$ cat src/rtl/zynet_axil_cfg_slave.sv
// zynet_axil_cfg_slave: AXI4-Lite zyNet config register file (AW/W/B, AR/R, cfg strobes, result/neuron readback, interrupt)
module zynet_axil_cfg_slave #(
  parameter int C_ADDR_WIDTH = 5,
  parameter int C_DATA_WIDTH = 32,
  parameter int DATA_WIDTH = 16,
  parameter int NUM_OUT = 10
) (
  input  logic                           s_axi_aclk,
  input  logic                           rst,
  input  logic [C_ADDR_WIDTH-1:0]        s_axi_awaddr,
  input  logic                           s_axi_awvalid,
  output logic                           s_axi_awready,
  input  logic [C_DATA_WIDTH-1:0]        s_axi_wdata,
  input  logic                           s_axi_wvalid,
  output logic                           s_axi_wready,
  output logic [1:0]                     s_axi_bresp,
  output logic                           s_axi_bvalid,
  input  logic                           s_axi_bready,
  input  logic [C_ADDR_WIDTH-1:0]        s_axi_araddr,
  input  logic                           s_axi_arvalid,
  output logic                           s_axi_arready,
  output logic [C_DATA_WIDTH-1:0]        s_axi_rdata,
  output logic [1:0]                     s_axi_rresp,
  output logic                           s_axi_rvalid,
  input  logic                           s_axi_rready,
  output logic [C_DATA_WIDTH-1:0]        layer_num,
  output logic [C_DATA_WIDTH-1:0]        neuron_num,
  output logic                           weight_valid,
  output logic                           bias_valid,
  output logic [DATA_WIDTH-1:0]          cfg_data,
  output logic                           soft_reset,
  input  logic [C_DATA_WIDTH-1:0]        result_in,
  input  logic                           result_valid,
  input  logic [NUM_OUT*DATA_WIDTH-1:0]  neuron_out_flat,
  output logic                           intr
);
  localparam int IW = NUM_OUT > 1 ? $clog2(NUM_OUT) : 1;
  logic aw_en, result_seen, w_acc, ar_acc, unused;
  logic [2:0] w_sel, ar_sel;
  logic [C_DATA_WIDTH-1:0] result_q, rd;
  logic [DATA_WIDTH-1:0] nsel;
  logic [IW-1:0] idx;
  assign w_sel = s_axi_awaddr[4:2];
  assign w_acc = s_axi_awvalid && s_axi_wvalid && aw_en && !s_axi_awready;
  assign ar_acc = s_axi_arvalid && !s_axi_arready && !s_axi_rvalid;
  assign s_axi_bresp = 2'b00;
  assign s_axi_rresp = 2'b00;
  assign nsel = neuron_out_flat[idx*DATA_WIDTH +: DATA_WIDTH];
  assign unused = &{1'b0, s_axi_awaddr[1:0], s_axi_araddr[1:0]};
  always_comb begin
    rd = ar_sel == 3'd2 ? result_q :
         ar_sel == 3'd3 ? layer_num :
         ar_sel == 3'd4 ? neuron_num :
         ar_sel == 3'd5 ? {{(C_DATA_WIDTH-DATA_WIDTH){nsel[DATA_WIDTH-1]}}, nsel} :
         ar_sel == 3'd6 ? {{(C_DATA_WIDTH-2){1'b0}}, intr, result_seen} :
         ar_sel == 3'd7 ? {{(C_DATA_WIDTH-1){1'b0}}, soft_reset} : '0;
  end
  always_ff @(posedge s_axi_aclk) begin
    if (rst) begin
      {s_axi_awready, s_axi_wready, s_axi_bvalid, s_axi_arready, s_axi_rvalid} <= '0;
      {weight_valid, bias_valid, intr, result_seen} <= '0;
      aw_en <= 1'b1;
      s_axi_rdata <= '0;
      layer_num <= '0;
      neuron_num <= '0;
      cfg_data <= '0;
      soft_reset <= 1'b1;
      result_q <= '0;
      idx <= '0;
      ar_sel <= '0;
    end else begin
      s_axi_awready <= w_acc;
      s_axi_wready <= w_acc;
      weight_valid <= w_acc && w_sel == 3'd0;
      bias_valid <= w_acc && w_sel == 3'd1;
      if (w_acc) aw_en <= 1'b0;
      else if (s_axi_bvalid && s_axi_bready) aw_en <= 1'b1;
      if (s_axi_awready) s_axi_bvalid <= 1'b1;
      else if (s_axi_bready) s_axi_bvalid <= 1'b0;
      if (w_acc && w_sel <= 3'd1) cfg_data <= s_axi_wdata[DATA_WIDTH-1:0];
      if (w_acc && w_sel == 3'd3) layer_num <= s_axi_wdata;
      if (w_acc && w_sel == 3'd4) neuron_num <= s_axi_wdata;
      if (w_acc && w_sel == 3'd7) soft_reset <= s_axi_wdata[0];
      s_axi_arready <= ar_acc;
      if (ar_acc) ar_sel <= s_axi_araddr[4:2];
      if (s_axi_arready) begin
        s_axi_rvalid <= 1'b1;
        s_axi_rdata <= rd;
      end else if (s_axi_rready) s_axi_rvalid <= 1'b0;
      if (soft_reset) begin
        intr <= 1'b0;
        result_q <= '0;
        result_seen <= 1'b0;
        idx <= '0;
      end else begin
        if (result_valid) begin
          result_q <= result_in;
          result_seen <= 1'b1;
          intr <= 1'b1;
        end else if (s_axi_arready && ar_sel == 3'd2) intr <= 1'b0;
        if (s_axi_arready && ar_sel == 3'd5) idx <= idx == IW'(NUM_OUT-1) ? '0 : idx + 1'b1;
      end
    end
  end
endmodule

$ cat config.mk
export PLATFORM = sky130hd
export DESIGN_NAME = zynet_axil_cfg_slave
export DESIGN_NICKNAME = d
export VERILOG_FILES = /design/src/rtl/zynet_axil_cfg_slave.sv
export SDC_FILE = /design/constraint.sdc
export NUM_CORES = 1
export LEC_CHECK = 0
export BUFFER_PORTS_ARGS = -buffer_cell sky130_fd_sc_hd__clkbuf_2
export CAP_MARGIN = 0
export CORE_ASPECT_RATIO = 1.25
export CORE_MARGIN = 4
export CORE_UTILIZATION = 40
export CTS_CLUSTER_DIAMETER = 40
export DETAILED_ROUTE_END_ITERATION = 8
export PLACE_DENSITY = 0.84
export SLEW_MARGIN = 20
export SYNTH_ARGS = -nofsm -noshare
export SYNTH_HDL_FRONTEND = slang
export SYNTH_SLANG_ARGS = --single-unit
$ cat constraint.sdc
create_clock -name s_axi_aclk -period 1.75 [get_ports s_axi_aclk]
set_input_delay 0.2625 -clock s_axi_aclk [delete_from_list [all_inputs] [get_ports s_axi_aclk]]
set_output_delay 0.2625 -clock s_axi_aclk [all_outputs]
set_load 0.1 [all_outputs]
### Word-level counts from Yosys, hierarchy flattened

Index checks and enable logic that the tools add are counted.

| word-level totals | value |
|---|---|
| register bits | 161 |
| bits of input ports | 242 |

| operators by class | value |
|---|---|
| add/subtract/negate cells | 1 |
| $lt $le $gt $ge | 1 |
| equality and inequality tests | 11 |
| shifts and indexed selects | 1 |
| muxes and demuxes | 15 |
| reductions and logical operators | 23 |

Operators with widths:

| kind | number |
|---|---|
| $shiftx 160x9->16 | 1 |
| $mux 32 | 4 |
| $eq 3x3->1 const B | 6 |
| $logic_and 1x1->1 | 14 |
| $eq 3x2->1 const B | 3 |
| $mux 1 | 9 |
| $reduce_bool 2->1 | 4 |
| $add 4x1->4 const B | 1 |
| $eq 4x4->1 const B | 1 |
| $mux 4 | 1 |
| $eq 3x1->1 const B | 1 |
| $le 3x1->1 const B | 1 |
| $logic_not 1->1 | 3 |
| $logic_not 3->1 | 1 |
| $mux 2 | 1 |
| $reduce_or 2->1 | 1 |

### Longest topological paths before layout

| depth | value |
|---|---|
| depth in word-level cells | 7 |
| gate-level depth with buffers | 8 |
| mapped depth without buffers | 5 |

### Worst setup path before layout

OpenSTA, ideal clock, no wires.

| path | value |
|---|---|
| kind | register to register |
| from | register s_axi_arready |
| to | register s_axi_rdata[31] |
| setup time | 86 ps |
| data arrival time | 2,202 ps |
| setup slack | -538 ps |
| stages on the path, launching flop included | 7 |
| buffers on the path | 2 |
| period minus slack after synthesis | 2,288 ps |
| cells stage by stage | dfxtp_1 > buf_2 > clkinv_1 > nor3b_2 > buf_2 > a222oi_1 > a211oi_1 |

RTL lines:

| element | RTL line | RTL |
|---|---|---|
| from (decl) | 21 | `output logic s_axi_arready,` |
| from (signal assigned) | 84 | `s_axi_arready <= ar_acc;` |
| to (signal assigned) | 88 | `s_axi_rdata <= rd;` |
| to (decl) | 22 | `output logic [C_DATA_WIDTH-1:0] s_axi_rdata,` |

### Worst setup path after layout

| path | value |
|---|---|
| from | register idx[0] |
| to | register s_axi_rdata[13] |

| on the way | value |
|---|---|
| cells in the longest elaborated chain, start to end | 5 |

RTL lines:

| element | RTL line | RTL |
|---|---|---|
| from (decl) | 42 | `logic [IW-1:0] idx;` |
| from (signal assigned) | 101 | `if (s_axi_arready && ar_sel == 3'd5) idx <= idx == IW'(NUM_OUT-1) ? '0 : idx + 1'b1;` |
| $shiftx 160x9->16 | 48 | `assign nsel = neuron_out_flat[idx*DATA_WIDTH +: DATA_WIDTH];` |
| $mux 32 | 54 | `ar_sel == 3'd5 ? {{(C_DATA_WIDTH-DATA_WIDTH){nsel[DATA_WIDTH-1]}}, nsel} :` |
| $mux 32 | 53 | `ar_sel == 3'd4 ? neuron_num :` |
| $mux 32 | 52 | `ar_sel == 3'd3 ? layer_num :` |
| $mux 32 | 51 | `rd = ar_sel == 3'd2 ? result_q :` |

No other way between the ends.
A chain may end at the register's enable or synchronous reset.

==> summary.md <==
| Metric | Value |
|---|---|
| Status | `finished with violations` |
| Failing checks | `setup timing` |
| Internal | `6.169 mW` |
| CP endpoint kind | `register` |
| # hold bufs at CTS | `0` |
| Average size of a mapped cell | `8.998 µm²` |
| TritonCTS clock tree | `done` |
| Largest stage delay on the critical path | `0.53 ns` |
| Bufs and invs on worst path | `1` |
| Post-DP HPWL | `23250 µm` |
| Initial drt markers | `833` |
| Util after Layout | `0.5675` |
| Min cycle time layout | `1.791 ns` |
| Cell count after placement | `1424` |
| CTS Sinks | `161` |
| DRT antenna net count | `0` |
| Placed cell area | `10050 µm²` |
| Initial antenna violation count | `0` |
| First-pass GRT wire length | `45460 µm` |
| Die Y | `163.8 µm` |
| Maximum VDD drop | `between 0.0005 and 0.0006 V` |
| Die W | `132.6 µm` |
| Part of the power in combinational logic | `0.144` |
| Row count | `56` |
| Mapped Area | `7765 µm²` |
| Worst-Skew Late Latency | `0.42 ns` |
| IO Count | `367` |
| Core ar. | `18920 µm²` |
| DRT Wirelength | `roughly 31000 µm` |
| Arr. time, crit path | `2.08 ns` |
| Slew headroom | `0.6076` |
| Setup Crit Path Kind | `reg2reg` |
| GRT Util Overall | `0.2669` |
| Switching power | `between 2 and 2.5 mW` |
| Reg clk slew, reported paths | `~0.070 ns` |
| Final period util | `1.024` |
| PD cells | `803.3 nW/µm²` |
| Pre-antenna DRT Iters | `6` |
| Final setup violation count | `1` |
| Worst Max-Slew Pin Slew | `between 0.5 and 0.6 ns` |
| Fmax | `558.3 MHz` |
| Crit path launch type | `register` |
| Slew Viols, Final | `0` |
| Layout area overhead | `38.25%` |
| Worst endpoint required time | `between 2 and 2.5 ns` |
| Final instance area | `10740 µm²` |
| Async SR Flop Fraction | `0` |
| Initial core utilization | `0.4104` |
| PortBufs | `about 360` |
| WHS Path Cells | `3` |
| Seq/Total Area, Yosys | `0.4151` |
| Clock network power share | `0.422` |
| Hold Slack | `0.07250 ns` |
| Synth Register Bits | `161` |
| Levels on crit path | `4` |
| Worst Hold Class | `in2reg` |
| Global placement routability congestion | `between 0.9 and 1` |
| MaxCap Viol Count | `0` |
| Reg2reg path depth | `4` |
| Syn Inst Count | `863` |
| Leakage power | `4.490 nW` |
| Die ar. | `21720 µm²` |
| Number of synthesized flops with an enable pin | `0` |
| Prevailing post-synth register cell | `dfxtp_1` |
| Final hold vios | `0` |
| Clk buf depth | `2` |
| Warnings, synthesis | `0` |
| CP Cell Sequence | `buf_12 -> mux4_2 -> a222oi_1 -> o21ai_0` |
| Flop pwr share | `0.434` |
| Vias in the first global route | `8086` |
| Ant. Diodes | `0` |
| TNS Setup | `-0.04123 ns` |
| Commonest cells after routing, fill and taps aside | `clkbuf_2, nand2_1, dfxtp_1` |
| Final worst slack | `-0.04123 ns` |
| Final Skew | `~0.011 ns` |
| Total number of H-tree levels | `4` |
| Share of cells above drive strength 1 | `0.4293` |
| Via density | `approximately 5.7` |
| Most common cell after layout, fill and taps aside | `clkbuf_2` |
| Root buf cell | `clkbuf_16` |
| Netlist cell types | `57` |
| CP max-delay cell | `mux4_2` |
| Worst Path Max Fanout | `11` |
| Routed length per instance | `21.21 µm` |
| # DRC | `0` |
| GRT overflow | `0` |
| Unrepaired setup endpoints after global routing | `yes` |
| Largest net degree at the start of global routing | `approximately 120` |
| Fin cells | `1462` |
| Delay-heaviest family, CP | `compound AO/OA/AOI/OAI gates` |
| Switching Share | `0.2846` |
| CTS Buf Count | `17` |
| Final Net Count | `1459` |
| Via count | `8400` |
-- layer usage --
metal / track usage / share of wire / up-vias
met3: 0.06158 / 0.084 / 65
met2: 0.4345 / 0.48 / 488
met4: 0.1158 / 0.035 / 0
li1: - / - / 3840
met5: 0 / 0 / -
met1: 0.3407 / 0.40 / 4007
-- metrics by stage --
step                setup WS, ns  power (mW)
floorplan              -0.005364       4.537
global placement        -0.03321       5.036
detailed placement      -0.07480       5.050
CTS                      0.01063       8.663
global route            -0.06195       8.916
finish                  -0.04123       8.624
-- cell type report --
class	instances	area [µm²]
clock buffer	18	439.2
clock inverter	14	126.4
fill	1749	8183
inverter	6	22.52
multi-input combinational	618	4202
sequential	161	3242
tap	232	290.3
timing repair buffer	413	2414
-- cells in the mapped netlist (all sizes together), types with 2 or more instances --
cell type / count / area share
clkbuf: 40 / 0.019
nand4b: 2 / 0.0023
xor2: 2 / 0.0023
a21oi: 111 / 0.072
o21ai: 29 / 0.019
and3: 2 / 0.0016
mux2: 20 / 0.029
a22oi: 12 / 0.012
a2111oi: 2 / 0.0024
o22ai: 18 / 0.015
nor3: 8 / 0.0058
nor2b: 7 / 0.0056
nand2b: 2 / 0.0016
or3: 3 / 0.0024
a31oi: 2 / 0.0016
mux4: 28 / 0.081
mux2i: 57 / 0.073
nand3b: 2 / 0.0019
a211oi: 17 / 0.023
nor2: 49 / 0.025
buf: 41 / 0.032
inv: 5 / 0.0024
dfxtp: 161 / 0.42
o311ai: 2 / 0.0023
nand2: 187 / 0.090
a222oi: 30 / 0.039
nor3b: 3 / 0.0042
nand3: 4 / 0.0032
o211ai: 2 / 0.0019
-- state kept, by name, indices dropped and copies added, names as in the netlist --
signal,flops
weight_valid,1
s_axi_wready,1
result_q,32
soft_reset,1
s_axi_bvalid,1
idx,4
neuron_num,32
intr,1
bias_valid,1
s_axi_rdata,32
s_axi_rvalid,1
aw_en,1
cfg_data,16
ar_sel,3
result_seen,1
s_axi_arready,1
layer_num,32
-- power groups by stage --
stage	Sequential (mW)	Combinational, mW	Clock, mW
3_5_place_dp	3.83	1.22	0
6_report	3.75	1.24	3.64
5_1_grt	3.75	1.31	3.86
2_1_floorplan	4.09	0.448	0
4_1_cts	3.75	1.23	3.69
3_3_place_gp	3.83	1.21	0
-- path summary, 6_finish.rpt --
kind	from	to	slack, ns
worst max-delay path	idx[0]	s_axi_rdata[13]	-0.04
worst min-delay path	s_axi_wdata[27]	layer_num[27]	0.07
worst max register to register	idx[0]	s_axi_rdata[13]	-0.04
worst min register to register	cfg_data[10]	cfg_data[10]	0.46
-- worst min-delay path: cells and delay by family --
family                 cells  cell delay [ns]
buffers and inverters      1             0.09
AND/OR/NAND/NOR            1             0.05
AO/OA/AOI/OAI              1             0.05
-- what timing repair did --
action | CTS | global route
hold endpoints to repair | 0 | 0
buffers inserted | 0 | 5
setup endpoints to repair | 6 | 31
pin swaps | 1 | 13
gates resized for setup | 6 | 9
cloned | 0 | 1
-- cells by family after synthesis --
family | synth area share
xor+xnor | 0.002256
simple gates | 0.1479
compound gates | 0.1964
other cells | 0.0004829
flops | 0.4151
mux | 0.1837
buf+inv | 0.05414
Note: power is estimated with default switching activity, not from simulation.
